### config.mk
export PLATFORM = sky130hd
export DESIGN_NAME = commit_ctrl
export DESIGN_NICKNAME = d
export VERILOG_FILES = /design/src/rtl/commit_ctrl.sv
export SDC_FILE = /design/constraint.sdc
export NUM_CORES = 1
export LEC_CHECK = 0
export ABC_AREA = 1
export BUFFER_PORTS_ARGS = -buffer_cell sky130_fd_sc_hd__buf_2
export CAP_MARGIN = 20
export CELL_PAD_IN_SITES_DETAIL_PLACEMENT = 1
export CELL_PAD_IN_SITES_GLOBAL_PLACEMENT = 1
export CORE_MARGIN = 2
export CORE_UTILIZATION = 34
export DETAILED_ROUTE_END_ITERATION = 6
export HOLD_SLACK_MARGIN = 0.1
export PLACE_DENSITY = 0.81
export SYNTH_ARGS = -nofsm -noshare
export SYNTH_HDL_FRONTEND = slang
export SYNTH_SLANG_ARGS = --single-unit
### constraint.sdc
create_clock -name clk -period 1.4 [get_ports clk]
set_input_delay 0.14 -clock clk [delete_from_list [all_inputs] [get_ports clk]]
set_output_delay 0.14 -clock clk [all_outputs]
set_load 0.03 [all_outputs]
### src/rtl/commit_ctrl.sv
// In-order commit sequencer: retires the ROB head into the register file, hands stores to the
// load/store buffer and drives the clear/redirect/stall sequence after a mispredicted branch.
module commit_ctrl #(
  parameter int NICK_W      = 4,
  parameter int DATA_W      = 32,
  parameter int ADDR_W      = 32,
  parameter int RECOVER_CYC = 2
) (
  input  logic              clk,
  input  logic              rst,
  input  logic              rdy,
  input  logic              iROB_head_vld,
  input  logic              iROB_head_done,
  input  logic [4:0]        iROB_head_regnm,
  input  logic [DATA_W-1:0] iROB_head_dt,
  input  logic [NICK_W-1:0] iROB_head_nick,
  input  logic              iROB_head_store,
  input  logic              iROB_head_mispd,
  input  logic [ADDR_W-1:0] iROB_head_target,
  output logic              oROB_pop,
  output logic              oRF_en,
  output logic [4:0]        oRF_regnm,
  output logic [DATA_W-1:0] oRF_dt,
  output logic [NICK_W-1:0] oRF_nick,
  output logic              oRF_clr,
  output logic              oLSB_store_go,
  input  logic              iLSB_store_ack,
  output logic              oIF_redirect_en,
  output logic [ADDR_W-1:0] oIF_redirect_pc,
  output logic              oStall,
  output logic [31:0]       oCommit_cnt
);

  localparam int CNT_W = (RECOVER_CYC < 2) ? 1 : $clog2(RECOVER_CYC + 1);

  typedef enum logic [1:0] {
    IDLE,
    WAIT_STORE,
    FLUSH,
    RECOVER
  } state_t;

  state_t            state;
  logic              pop_q;
  logic              rf_en_q;
  logic              rf_clr_q;
  logic              store_go_q;
  logic              redirect_q;
  logic [CNT_W-1:0]  rec_cnt;
  logic [4:0]        br_regnm;
  logic [DATA_W-1:0] br_dt;
  logic [ADDR_W-1:0] br_target;
  logic              head_ready;
  logic              head_writes;

  // A pop in flight means the ROB head has not advanced yet, so it must not be re-evaluated.
  assign head_ready  = iROB_head_vld & iROB_head_done & ~pop_q;
  assign head_writes = (iROB_head_regnm != 5'd0);

  // Strobes are held while frozen and only become visible once rdy returns.
  assign oROB_pop        = pop_q & rdy;
  assign oRF_en          = rf_en_q & rdy;
  assign oRF_clr         = rf_clr_q & rdy;
  assign oLSB_store_go   = store_go_q & rdy;
  assign oIF_redirect_en = redirect_q & rdy;

  always_ff @(posedge clk) begin
    if (rst) begin
      state           <= IDLE;
      pop_q           <= 1'b0;
      rf_en_q         <= 1'b0;
      rf_clr_q        <= 1'b0;
      store_go_q      <= 1'b0;
      redirect_q      <= 1'b0;
      rec_cnt         <= '0;
      br_regnm        <= 5'd0;
      br_dt           <= '0;
      br_target       <= '0;
      oRF_regnm       <= 5'd0;
      oRF_dt          <= '0;
      oRF_nick        <= '0;
      oIF_redirect_pc <= '0;
      oStall          <= 1'b0;
      oCommit_cnt     <= 32'd0;
    end else if (rdy) begin
      pop_q      <= 1'b0;
      rf_en_q    <= 1'b0;
      rf_clr_q   <= 1'b0;
      store_go_q <= 1'b0;
      redirect_q <= 1'b0;

      if (pop_q) begin
        oCommit_cnt <= oCommit_cnt + 32'd1;
      end

      case (state)
        IDLE: begin
          if (head_ready) begin
            if (iROB_head_mispd) begin
              pop_q     <= 1'b1;
              rf_en_q   <= head_writes;
              if (head_writes) begin
                oRF_regnm <= iROB_head_regnm;
                oRF_dt    <= iROB_head_dt;
                oRF_nick  <= iROB_head_nick;
              end
              br_regnm  <= iROB_head_regnm;
              br_dt     <= iROB_head_dt;
              br_target <= iROB_head_target;
              state     <= FLUSH;
            end else if (iROB_head_store) begin
              store_go_q <= 1'b1;
              state      <= WAIT_STORE;
            end else begin
              pop_q   <= 1'b1;
              rf_en_q <= head_writes;
              if (head_writes) begin
                oRF_regnm <= iROB_head_regnm;
                oRF_dt    <= iROB_head_dt;
                oRF_nick  <= iROB_head_nick;
              end
            end
          end
        end

        WAIT_STORE: begin
          if (iLSB_store_ack && !store_go_q) begin
            pop_q <= 1'b1;
            state <= IDLE;
          end
        end

        // The register file writes regnm/dt alongside the clear, so they carry the branch result.
        FLUSH: begin
          rf_clr_q        <= 1'b1;
          redirect_q      <= 1'b1;
          oIF_redirect_pc <= br_target;
          oRF_regnm       <= br_regnm;
          oRF_dt          <= (br_regnm == 5'd0) ? '0 : br_dt;
          oStall          <= 1'b1;
          rec_cnt         <= CNT_W'(RECOVER_CYC);
          state           <= RECOVER;
        end

        RECOVER: begin
          if (rec_cnt == '0) begin
            oStall <= 1'b0;
            state  <= IDLE;
          end else begin
            rec_cnt <= rec_cnt - 1'b1;
          end
        end

        default: begin
          state <= IDLE;
        end
      endcase
    end
  end

endmodule

After elaboration in Yosys (flattened, before gate mapping)
Index checks and enable logic that the tools add are counted.
{ "totals": {"output_inout_bits": 111, "register_bits": 183, "inputBits": 81, "wordCells": 88} }
{ "classes": {"reduce_logical": 16, "n_mux": 38, "add_sub_neg": 2, "n_eq_ne": 10, "bitwise": 7} }
{ "op_table": {"columns": ["op", "n"], "rows": [
  ["32-bit two-way mux", 5],
  ["32-bit case mux with 2 select lines", 1],
  ["32-bit by 1-bit adder with 32-bit output (second input constant)", 1],
  ["5-bit two-way mux", 4],
  ["1-bit two-way mux", 14],
  ["2-bit two-way mux", 6],
  ["4-bit two-way mux", 3],
  ["4-bit AND reduction", 3],
  ["5-bit case mux with 2 select lines", 1],
  ["2-bit != test (second input constant)", 4],
  ["2-bit case mux with 4 select lines", 1],
  ["1-bit AND", 6],
  ["3-bit != test (second input constant)", 2],
  ["3-bit AND reduction", 2],
  ["5-bit logical NOT", 1],
  ["5-bit AND reduction", 1],
  ["5-bit nonzero test", 1],
  ["2-bit equality test (second input constant)", 2],
  ["2-bit logical NOT", 2],
  ["1-bit case mux with 2 select lines", 2],
  ["2-bit case mux with 2 select lines", 1],
  ["2-bit AND reduction", 2],
  ["2-bit nonzero test", 2],
  ["2-bit by 1-bit equality test with 1-bit output (second input constant)", 1],
  ["other kinds (5)", 5]
]} }

Depth between registers and ports, before layout
{ "depth": {"ltp_word": 6, "mapped_depth": 10, "depth_no_buf": 10} }

Worst setup path before layout
No wires, ideal clock.
{ "synth_path": {"kind": "register to register", "from": "register oCommit_cnt[0]", "to": "register oCommit_cnt[8]", "n_path_buf": 0, "period_less_slack_ps": 1559, "path_stages_with_launch": 11, "required_time_ps": 1286, "setup_time_ps": 114, "path_slack_ps": -159, "arrival_time_ps": 1446, "cell_sequence": "dfxtp_1 > ha_1 > inv_1 > nor2_8 > nand2_1 > inv_1 > nand3_1 > nor2_1 > nand2_1 > nand2_1 > nor2_1"} }
{ "synth_between": {"elab_chain_len": 1} }
{ "synth_rtl": {"columns": ["item", "line_no", "source"], "rows": [
  ["start, declared", "31", "output logic [31:0] oCommit_cnt"],
  ["start signal, assigned", "93", "oCommit_cnt <= oCommit_cnt + 32'd1;"],
  ["32-bit by 1-bit adder with 32-bit output", "93", null]
]} }
No other way between the ends.
A chain may end at the register's enable or synchronous reset.

Final worst setup path
{ "layout_path": {"from": "input iROB_head_regnm[3]", "to": "register oRF_regnm[0]"} }
{ "layout_between": {"elab_chain_len": 6} }
{ "layout_rtl": {"columns": ["item", "line_no", "source"], "rows": [
  ["start, declared", "14", "input logic [4:0] iROB_head_regnm,"],
  ["5-bit nonzero test *", "58", "assign head_writes = (iROB_head_regnm != 5'd0);"],
  ["5-bit two-way mux *", null, null],
  ["5-bit two-way mux", null, null],
  ["5-bit two-way mux * (2 in series)", null, null],
  ["5-bit case mux with 2 select lines *", null, null],
  ["end signal, assigned", "103", "oRF_regnm <= iROB_head_regnm;"],
  ["end signal, assigned", "118", "oRF_regnm <= iROB_head_regnm;"],
  ["end signal, assigned", "138", "oRF_regnm <= br_regnm;"],
  ["end, declared", "22", "output logic [4:0] oRF_regnm,"]
]} }
Mark *: on every way between the ends. The rest lies on a longest branch, timed or not. The select of a mux whose other input is x is not followed.

==> summary.txt <==
Status
  – Status: complete, but fails checks
  – Failing checks: negative setup slack

Critical path
  – CP Launch Type: primary input
  – Worst Setup End Kind: register
  – FF-to-FF End: oRF_regnm[0]
  – CP Class: primary input to register
  – End of the critical path: oRF_regnm[0]
  – RR Startpoint: pop_q
  – Critical Path RT: 1.73 ns
  – CP Max Fanout: 9
  – Worst Path Arrival: 1.84 ns
  – Flop2flop setup slack: -0.10 ns
  – Crit path launch: iROB_head_regnm[3]
  – Worst Reg-to-Reg Cells: 8

Timing
  – Fmax: 660 MHz
  – Clock skew: 0.0129 ns
  – Fin Hold WS: 0.149 ns
  – Final worst slack: -0.114 ns
  – Final Hold Viols: 0
  – Period utilization: 1.08
  – Final setup violating endpoints: 75
  – Worst slew margin: 0.700
  – Max Slew Vio Count: 0
  – Tmin final: 1.51 ns
  – RSZ-0062 raised after global routing: true
  – Slew of the pin with the lowest slew margin: 0.445 ns

Global routing
  – First-pass GRT wire length: 44500 um
  – Antenna violations before repair: 1
  – GRT met3 Usage: 0.0397
  – GRT overflow: 0
  – Largest net degree at the start of global routing: 39
  – Met1 Usage GRT: 0.262
  – GRT Util Overall: 0.226
  – Top Usage Layer GRT: met2
  – GR Layer Usage met2: 0.410
  – Number of global-route vias before repair: 8889

Synth
  – Yosys top cell area share: 0.456
  – Synth cell types: 35
  – Dominant synthesized flop cell: dfxtp_1
  – Post-synthesis sequential area ratio: 0.456
  – Syn Inst Count: 1136
  – Cell type with the highest aggregate area in the netlist: dfxtp_1
  – FFs w/ async S/R, synth: 0
  – Yosys reg bits: 183
  – Netlist Area Pre-Place: 8030 um^2
  – Synth warn: 0
  – Mapped Nets: 1219
  – Number of flops mapped to enable cells by yosys: 0
  – Top post-synthesis cells by area: dfxtp_1 (46%), nor2_1 (13%), nand2_1 (11%), nand3_1 (5.7%), o21ai_0 (5.0%)
  – Mean area per synthesized cell: 7.07 um^2

Layout
  – Fin area: 12000 um^2
  – Utilization of the core after routing: 0.516
  – Most frequent cells in the layout: nand2_1 (227), nor2_1 (220), buf_2 (190)
  – Most common cell after layout, fill and taps aside: nand2_1
  – Post-layout net count: 1522
  – Area Growth Syn to Fin: 50.0%
  – Layout cell share with drive strength beyond 1: 0.313

Power
  – Leak pwr: 5.46 nW
  – Peak VDD IR: 0.000749 V
  – Power per cell area: 1030 nW/um^2

Clocking
  – TritonCTS clock tree: done
  – Max H-tree Level: 4
  – Clock transition at path regs: 0.07 ns
  – Root Buffer: clkbuf_16
  – Clk_lat worst skew: 0.44 ns
  – Total CTS buffers: 17
  – TritonCTS Sinks: 183
  – Clk buf depth: 2

Route
  – Vias per Instance: 5.11
  – Via Count: 9049
  – WL per Instance: 18.6 um
  – Total Routed Length: 32900 um
  – Pre-antenna DRT Iters: 4
  – Residual DRC: 0
  – Antenna-violating nets left: 0
  – DR iter-0 viols: 491

Floorplan
  – Die width: 158 um
  – Die Area: 24900 um^2
  – I/O pin cnt: 192
  – # rows: 56
  – Starting Density: 0.344
  – Core area: 23300 um^2
  – Die H: 158 um

Place
  – IO Port Bufs: 191
  – DP HPWL: 17600 um
  – RePlAce Congestion: 0.791
  – Area after DPL: 9680 um^2

Run
  – # Max-Cap Violations: 0

Hold path
  – Hold crit path type: primary input to register
  – Worst Hold Launch: iROB_head_done
==> how the worst min path moves through the flow <==
stage,end,cells after the start
after global placement,oRF_nick[3],3
after CTS,pop_q,5
after detailed placement,oRF_nick[3],3
after global routing,pop_q,5
after floorplan,oRF_nick[0],2
final,store_go_q,5
==> through the flow <==
step | total power, mW | setup WS, ns | std cells | TNS, ns
3_3_place_gp | 7.29 | -0.0908 | 1638 | -1.28
2_1_floorplan | 6.68 | 0.000930 | 1136 | 0
3_5_place_dp | 7.34 | -0.0976 | 1638 | -4.59
4_1_cts | 12.2 | -0.00586 | 1750 | -0.00888
6_report | 12.4 | -0.114 | 1772 | -2.91
5_1_grt | 12.9 | -0.185 | 1772 | -9.76
==> kinds of logic after synthesis <==
family	Yosys count	share of synthesized area
AO/OA/AOI/OAI	149	0.0946
XOR/XNOR	2	0.00218
adder cells (fa/ha/maj)	2	0.00312
buffers and inverters	130	0.0729
flip-flops	183	0.456
AND/OR/NAND/NOR	670	0.371
==> worst max-delay path: stages <==
cell and delay (ns):
dlygate4sd3_1 0.57, buf_2 0.16, nor3_2 0.17, nand2_2 0.12
nand3_4 0.15, buf_12 0.13, buf_6 0.16, nand3b_1 0.12
nand2_1 0.08, nor2_1 0.04
==> flip-flops by register name (all words and copies together), names as in the netlist <==
| register | cells |
|---|---|
| br_dt | 32 |
| br_target | 32 |
| oCommit_cnt | 32 |
| oIF_redirect_pc | 32 |
| oRF_dt | 32 |
| br_regnm | 5 |
| oRF_regnm | 5 |
| oRF_nick | 4 |
| rec_cnt | 2 |
| state | 2 |
| oStall | 1 |
| pop_q | 1 |
| redirect_q | 1 |
| rf_en_q | 1 |
| store_go_q | 1 |
==> cell type report <==
type | count | area (um^2)
Inverter | 62 | 272
Antenna cell | 1 | 2.50
Timing Repair inverter | 1 | 11.3
Fill cell | 2895 | 11300
Timing Repair Buffer | 350 | 2810
Multi-Input combinational cell | 824 | 4290
Clock buffer | 17 | 425
Clock inverter | 15 | 138
Tap cell | 319 | 399
Sequential cell | 183 | 3700
==> routing by layer <==
metal	vias up	share of wire
met2	266	0.52
met3	72	0.042
met5	-	0
li1	4252	-
met1	4459	0.42
met4	0	0.025
==> report_power, final <==
group	total, mW	internal (mW)	switching (mW)
Combinational	2.20	0.880	1.32
Clock	4.72	2.35	2.37
Sequential	5.53	5.39	0.135
==> what timing repair did <==
| action | in CTS | in global routing |
|---|---|---|
| buffers inserted | 3 | 6 |
| hold endpoints to repair | 112 | 0 |
| gates cloned | 1 | 15 |
| hold buffers | 76 | 0 |
| pin swaps | 8 | 42 |
| setup endpoints to repair | 136 | 155 |
| resized for setup | 27 | 200 |
==> synthesized netlist by cell type, types with 2 or more instances <==
master	number
inv_1	57
inv_2	4
buf_4	7
clkbuf_1	33
nand2_1	233
o21ai_1	2
dfxtp_1	183
nor2_1	271
nand4_1	13
nand3_1	91
nor2_2	2
ha_1	2
nand3b_1	38
o21a_1	3
nor3_1	5
buf_2	19
nand2_2	2
buf_1	3
a21oi_1	60
nor2_8	3
nor2_4	6
o21ai_0	81
buf_6	6
(Power assumes the default switching activity.)
